[config.mk]
export PLATFORM = sky130hd
export DESIGN_NAME = keypad_emulator
export DESIGN_NICKNAME = d
export VERILOG_FILES = /design/src/rtl/keypad_pkg.sv /design/src/rtl/keypad_hold_timer.sv /design/src/rtl/keypad_emulator.sv
export SDC_FILE = /design/constraint.sdc
export NUM_CORES = 1
export LEC_CHECK = 0
export CAP_MARGIN = 25
export CORE_ASPECT_RATIO = 0.7
export CORE_MARGIN = 2
export CORE_UTILIZATION = 35
export CTS_CLUSTER_DIAMETER = 200
export CTS_CLUSTER_SIZE = 40
export DETAILED_ROUTE_END_ITERATION = 12
export PLACE_DENSITY = 0.66
export SKIP_LAST_GASP = 1
export SYNTH_ARGS = -nofsm -noshare
export SYNTH_HDL_FRONTEND = slang
export SYNTH_HIERARCHICAL = 1
export SYNTH_SLANG_ARGS = --single-unit
[constraint.sdc]
create_clock -name clk -period 3.6 [get_ports clk]
set_input_delay 0.72 -clock clk [delete_from_list [all_inputs] [get_ports clk]]
set_output_delay 0.72 -clock clk [all_outputs]
set_load 0.005 [all_outputs]
[src/rtl/keypad_pkg.sv]
// Shared definitions for the keypad emulator: FSM state encoding,
// key_code field layout and small helpers used by the top level.
package keypad_pkg;

  localparam int KEY_ROW_W   = 2;
  localparam int KEY_COL_W   = 2;
  localparam int KEY_CODE_W  = KEY_ROW_W + KEY_COL_W;
  localparam int KEY_ROW_LSB = KEY_COL_W;
  localparam int KEY_COL_LSB = 0;
  localparam int LINE_CNT    = 1 << KEY_ROW_W;

  typedef enum logic [1:0] {
    ST_IDLE  = 2'd0,
    ST_PRESS = 2'd1,
    ST_GAP   = 2'd2
  } state_e;

  // Width of a counter that must reach max(hold, gap) without wrapping.
  function automatic int cnt_width(input int hold, input int gap);
    int mx;
    mx = (hold > gap) ? hold : gap;
    return $clog2(mx + 1);
  endfunction

  // Closed-switch model: the captured row returns the captured column strobe.
  function automatic logic [LINE_CNT-1:0] row_drive(
    input logic [KEY_ROW_W-1:0] row,
    input logic [KEY_COL_W-1:0] col,
    input logic [LINE_CNT-1:0]  cols
  );
    logic [LINE_CNT-1:0] r;
    r      = '0;
    r[row] = cols[col];
    return r;
  endfunction

endpackage

[src/rtl/keypad_hold_timer.sv]
// Phase timer for the keypad emulator: cleared by load, counts up once per
// cycle, saturates at all-ones instead of wrapping, and flags the last cycle
// of the current phase on tc.
module keypad_hold_timer #(
  parameter int W = 4
) (
  input  logic         clk,
  input  logic         rst,
  input  logic         load,
  input  logic [W-1:0] last_value,
  output logic [W-1:0] count,
  output logic         tc
);

  // Count cycles since the last load; hold at all-ones so it never wraps.
  always_ff @(posedge clk) begin
    if (!rst) begin
      count <= '0;
    end else if (load) begin
      count <= '0;
    end else if (count != {W{1'b1}}) begin
      count <= count + 1'b1;
    end
  end

  assign tc = (count == last_value);

endmodule

[src/rtl/keypad_emulator.sv]
// Keypad emulator: accepts a key code, then closes the emulated switch
// (row returns follow the matching column strobe) for HOLD_CYCLES cycles,
// releases it for GAP_CYCLES cycles, pulses done and goes idle again.
// Optional build macro KEYPAD_BOUNCE_EN adds contact bounce at the start
// of each press (rows forced low on odd counter values inside the window).
//
// Handshake: a request transfers on a cycle where key_valid && key_ready.
// key_ready is high only in IDLE outside reset; a requester that sees
// key_ready low keeps key_valid and key_code stable until it transfers.
module keypad_emulator
  import keypad_pkg::*;
#(
  parameter int HOLD_CYCLES   = 1024,
  parameter int GAP_CYCLES    = 256,
  parameter int BOUNCE_CYCLES = 16
) (
  input  logic                  clk,
  input  logic                  rst,
  input  logic                  key_valid,
  input  logic [KEY_CODE_W-1:0] key_code,
  output logic                  key_ready,
  input  logic [LINE_CNT-1:0]   cols,
  output logic [LINE_CNT-1:0]   rows,
  output logic                  busy,
  output logic                  done,
  output logic [1:0]            fsm_state,
  output logic [cnt_width(HOLD_CYCLES, GAP_CYCLES)-1:0] timer_count
);

  localparam int CNT_W = cnt_width(HOLD_CYCLES, GAP_CYCLES);
  localparam logic [CNT_W-1:0] HOLD_LAST = CNT_W'(HOLD_CYCLES - 1);
  localparam logic [CNT_W-1:0] GAP_LAST  = CNT_W'(GAP_CYCLES - 1);

  localparam logic [1:0] IDLE  = ST_IDLE;
  localparam logic [1:0] PRESS = ST_PRESS;
  localparam logic [1:0] GAP   = ST_GAP;

  if (HOLD_CYCLES < 1 || GAP_CYCLES < 1 || BOUNCE_CYCLES < 1) begin : g_bad_cfg
    $error("keypad_emulator: HOLD_CYCLES, GAP_CYCLES and BOUNCE_CYCLES must be >= 1");
  end

  logic [1:0]            state;
  logic [1:0]            state_next;
  logic [KEY_CODE_W-1:0] cap_code;
  logic [CNT_W-1:0]      count;
  logic                  tc;
  logic                  load;
  logic [CNT_W-1:0]      last_value;
  logic                  handshake;
  logic [LINE_CNT-1:0]   press_rows;

  assign key_ready = (state == IDLE) && rst;
  assign handshake = key_valid && key_ready;
  assign busy      = (state != IDLE);
  assign done      = (state == GAP) && tc && rst;
  assign fsm_state = state;

  // Next-state decision: each phase ends on the timer's terminal count.
  always_comb begin
    state_next = state;
    case (state)
      IDLE:    if (handshake) state_next = PRESS;
      PRESS:   if (tc)        state_next = GAP;
      GAP:     if (tc)        state_next = IDLE;
      default:                state_next = IDLE;
    endcase
  end

  // State register.
  always_ff @(posedge clk) begin
    if (!rst) begin
      state <= IDLE;
    end else begin
      state <= state_next;
    end
  end

  // Capture the requested key on the handshake only.
  always_ff @(posedge clk) begin
    if (!rst) begin
      cap_code <= '0;
    end else if (handshake) begin
      cap_code <= key_code;
    end
  end

  // Timer restarts on every state entry and is held clear while idle.
  assign load       = (state == IDLE) || (state_next != state);
  assign last_value = (state == GAP) ? GAP_LAST : HOLD_LAST;

  keypad_hold_timer #(
    .W (CNT_W)
  ) u_timer (
    .clk        (clk),
    .rst        (rst),
    .load       (load),
    .last_value (last_value),
    .count      (count),
    .tc         (tc)
  );

  assign timer_count = count;

`ifdef KEYPAD_BOUNCE_EN
  localparam int BOUNCE_LEN = (BOUNCE_CYCLES < HOLD_CYCLES) ? BOUNCE_CYCLES : HOLD_CYCLES;
  logic bounce_open;
  assign bounce_open = (int'(count) < BOUNCE_LEN) && count[0];
  assign press_rows  = bounce_open ? '0 :
                       row_drive(cap_code[KEY_ROW_LSB +: KEY_ROW_W],
                                 cap_code[KEY_COL_LSB +: KEY_COL_W], cols);
`else
  assign press_rows  = row_drive(cap_code[KEY_ROW_LSB +: KEY_ROW_W],
                                 cap_code[KEY_COL_LSB +: KEY_COL_W], cols);
`endif

  // Registered row returns: follow the switch while pressed, else released.
  always_ff @(posedge clk) begin
    if (!rst) begin
      rows <= '0;
    end else if (state == PRESS) begin
      rows <= press_rows;
    end else begin
      rows <= '0;
    end
  end

endmodule

# After elaboration in Yosys (flattened, before gate mapping)
# Index checks and enable logic that the tools add are counted.
[classes]
add_sub_neg = 1
order_cmp = 3
eq_ne = 5
n_mux = 9
bitwise = 2
n_reduce_logical = 10
[op_table]
columns = ["operator", "count"]
rows = [
  ["$add A11 B1 Y11 const B", 1],
  ["$eq A11 B10 Y1", 1],
  ["$ne A11 B11 Y1 const B", 1],
  ["$mux W10", 1],
  ["$lt A2 B3 Y1 const B", 2],
  ["$mux W2", 3],
  ["$pmux W2 S3", 1],
  ["$logic_and A1 B1 Y1", 5],
  ["$and A4 B4 Y4", 1],
  ["$bmux W1 S2", 1],
  ["$demux W1 S2", 1],
  ["$eq A2 B1 Y1 const B", 1],
  ["$eq A2 B2 Y1 const B", 1],
  ["$ge A2 B1 Y1 const B", 1],
  ["$logic_not A2 Y1", 1],
  ["$mux W1", 2],
  ["$ne A2 B2 Y1", 1],
  ["$reduce_and A2 Y1", 1],
  ["$reduce_bool A2 Y1", 1],
  ["$reduce_or A2 Y1", 1],
  ["$logic_or A1 B1 Y1", 1],
  ["$not A1 Y1", 1],
]
[totals]
ff_bits = 21
in_bits = 11

# Logic depth before layout (Yosys ltp)
[depth]
ltp_word = 8
depth_mapped = 10
mapped_depth_nobuf = 8

# By module
# Netlist, hierarchy kept.
[modules_own_cells]
columns = ["module", "n_inst", "cells_each", "area_per_inst_um2"]
rows = [
  ["keypad_hold_timer", 1, 75, 653.1],
  ["keypad_emulator", 1, 43, 450.4],
]

# Worst setup path before layout
# Ideal clock, no wire load.
[synth_path]
path_kind = "flip-flop to output port"
start = "reg state[0], in the netlist fsm_state[0]"
end = "out done"
arrival_time_ns = 1.491
setup_slack_ns = 1.389
stages_incl_launch_ff = 8
path_cell_list = "dfxtp_1 buf_4 nand2b_1 xnor2_1 nand4_1 nor3_1 inv_1 nor3_1"
[synth_via]
elab_chain_cells = 5
[synth_rtl]
columns = ["item", "line_no", "text"]
rows = [
  ["start, declared", "keypad_emulator.sv:42", "logic [1:0] state;"],
  ["start signal, assigned", "keypad_emulator.sv:74", "state <= state_next;"],
  ["$eq A2 B2 Y1", "keypad_emulator.sv:89", "assign last_value = (state == GAP) ? GAP_LAST : HOLD_LAST;"],
  ["$mux W10", "keypad_emulator.sv:89", ""],
  ["named net last_value[8]", "keypad_emulator.sv:48", "logic [CNT_W-1:0] last_value;"],
  ["$eq A11 B10 Y1", "keypad_hold_timer.sv:26", "assign tc = (count == last_value);"],
  ["named net tc", "keypad_emulator.sv:46", "logic tc;"],
  ["$logic_and A1 B1 Y1 (2 in a row)", "keypad_emulator.sv:55", "assign done = (state == GAP) && tc && rst;"],
  ["end, declared", "keypad_emulator.sv:25", "output logic done,"],
]
# The timed path passes the listed nets, and every way through them passes these cells.

# Worst setup path in the final report
# Ends and elaborated chain as after synthesis.

==> reports/results.txt <==
status = completed
Placement Setup Slack = 588 ps
DRC viols = 0
diodes inserted = 0
Pwr per Cell Area = 298 nW/um^2
Setup-failing EPs final = 0
Horiz. Die Dim = 71.1 microns
hpwl dp = 1990 microns
Synth area leader = dfxtp_1
Compound-Gate Fraction of Synth Area = 0.0646
deepest clock path buffer count = 2
crit-path most repeated cell = nor3_1
IO Port Bufs = 30
Clock Skews = 1.88 ps
Setup Fix Bufs, Post-CTS = 0
CP max stage cell = dfxtp_1
Largest stage delay, worst path = 570 ps
max-cap violations = 0
Synth top area share = 0.381
H-tree levels = 1
Min Hold Slack = 501 ps
post-synthesis adder-cell area fraction = 0.0113
total global routing overflow = 0
RSZ-0062 raised after global routing = false
largest net degree at the start of global routing = 12
critical path arrival = 2540 ps
Hold Crit Class = flip-flop to flip-flop
CP max FO = 8
vias in the first global route = 921
CTS tree = built
Synth Area in Simple Gates = 0.297
crit path capture type = primary output
Worst Slack Setup Final = 341 ps
met3 usage = 0.0375
post-synthesis sequential area ratio = 0.381
top_reg_cell synth = dfxtp_1
Rows = 17
die area = 3630 sq um
I/O Pins = 31
Cell Area, Synth = 1100 sq um
core area = 3080 sq um
Post-Route WL = 2530 microns
peak supply drop = 142 uV
post-synthesis mux area share = 0.0748
fin crit period = 3260 ps
M1 GR Usage = 0.199
Starting Density = 0.358
DP Area = 1460 sq um
Avg Inst Size Synth = 9.35 sq um
GR peak layer = met2
number of enable flip-flop cells after synthesis = 0
area growth from synthesis to layout = 36.1%
Yosys warning count = 6
final period utilization = 0.905
Reg clk slew, reported paths = 70 ps
cells after synthesis = 118
largest family of logic cells by synthesized area = simple AND/OR/NAND/NOR gates
via count = 944
layout cells sized above 1 = 0.0839
max-slew violations = 0
leak pwr = 0.512 nW
Clk Latency, worst-skew pair = 250 ps
met2 usage = 0.237
post-route setup TNS = 0 ps
count of cell types in the netlist = 34
CTS root buf = clkbuf_8
post-synthesis xor/xnor area fraction = 0.135
Critical Path RT = 2880 ps
synth top area cells = dfxtp_1 38%, xnor2_1 11%, mux2i_1 5.4%, nor2_1 4.1%, nor3_1 3.2%
final design utilization = 0.487
CP delay by family, top = simple AND/OR/NAND/NOR gates
DRT Pass-1 Iters = 4
Vert. Die Dim = 51.0 microns
Iter 0 DRT Violations = 39
CTS sink count = 21
first-pass GRT wire length = 4220 microns
gp weighted congestion = 0.797
CP cell instances = nand2b_1 > xnor2_1 > nand4_1 > nor3_1 > inv_1 > nor3_1 > clkdlybuf4s50_1
via/cell ratio = 4.89
CTS Hold Bufs = 0
CP Buf/Inv Count = 2
#FFs+latches synth = 21
Hold Vio Cnt, Final = 0
Setup CP Type = flip-flop to primary output
initial antenna violation count = 0
Num CTS Buffers = 3
GRT Util Overall = 0.149
wire length per cell = 13.1 microns
Max Fclk = 0.307 GHz
final instance area = 1500 sq um
DRT antenna net count = 0
Worst setup SP type = flip-flop
ys async rst share = 0
number of nets in the layout = 168
CTS resizes = 0
layout make-up:
class	count	area, sq um
fillers	281	1580
inverters	3	11.3
repair buffers	30	300
clock buffers	4	45.0
well taps	38	47.5
multi-input cells	97	677
flip-flops and latches	21	420
power by group:
part	switching, mW	leakage, nW	total, mW	internal (mW)
clock network	0.0725	0.0228	0.151	0.0787
logic	0.0198	0.319	0.0512	0.0314
registers	0.00723	0.170	0.245	0.237
total	0.0995	0.512	0.447	0.347
kinds of logic after synthesis:
| group | Yosys count |
|---|---|
| adders and majority gates | 1 |
| buffers and inverters | 7 |
| AOI/OAI and AO/OA | 12 |
| muxes | 7 |
| xor gates and xnor gates | 17 |
| and+or+nand+nor | 51 |
| other | 2 |
| DFF | 21 |
registers in the layout, indices dropped and copies added, names as in the netlist:
name,cells
cap_code,4
fsm_state,2
rows,4
u_timer/count,11
cell usage in the layout (no fill, tap or decap), types with 2 or more instances in the layout:
| cell type | instances |
|---|---|
| nor3_1 | 7 |
| o31ai_1 | 2 |
| a21oi_1 | 6 |
| xor2_1 | 3 |
| inv_1 | 3 |
| nor3b_2 | 2 |
| and3_1 | 2 |
| or3_2 | 2 |
| xnor2_1 | 14 |
| nand2_1 | 8 |
| nand3_1 | 4 |
| nand4_1 | 4 |
| o21ai_0 | 2 |
| dfxtp_1 | 21 |
| clkbuf_8 | 3 |
| nand2b_1 | 2 |
| nor2_1 | 12 |
| clkdlybuf4s50_1 | 30 |
| mux2i_1 | 6 |
| conb_1 | 9 |
through the flow:
step | power (mW) | cells
5_1_grt | 0.473 | 193
6_report | 0.447 | 193
3_5_place_dp | 0.301 | 189
2_1_floorplan | 0.277 | 125
3_3_place_gp | 0.300 | 189
4_1_cts | 0.454 | 193
tightest hold or removal path: stages, from the launching register on:
cell	delay, ps
dfxtp_1	350
nand2_1	70
nor2_1	40
metal layers:
layer  part of all wire  vias up
met3              0.032        2
met4             0.0087        0
met1               0.49      449
met2               0.47       15
li1                   -      478
met5                  0        -
cell usage after synthesis, drive strengths merged, types with 2 or more instances:
cell / instances
dfxtp: 21
xnor2: 14
nor2: 12
nand2: 8
nor3: 7
a21oi: 6
mux2i: 6
nand3: 5
nand4: 4
buf: 3
inv: 3
nor3b: 3
xor2: 3
and3: 2
conb: 2
nand2b: 2
nor4: 2
o21ai: 2
o31ai: 2
or3: 2
final timing paths:
kind	slack, ps	to	cells after the start	start
max	340	done	7	fsm_state[0]
min	500	rows[3]	2	cap_code[3]
max reg2reg	1300	u_timer/count[8]	8	fsm_state[0]
min reg2reg	500	rows[3]	2	cap_code[3]
No activity file was read; power rests on OpenSTA's default activity.
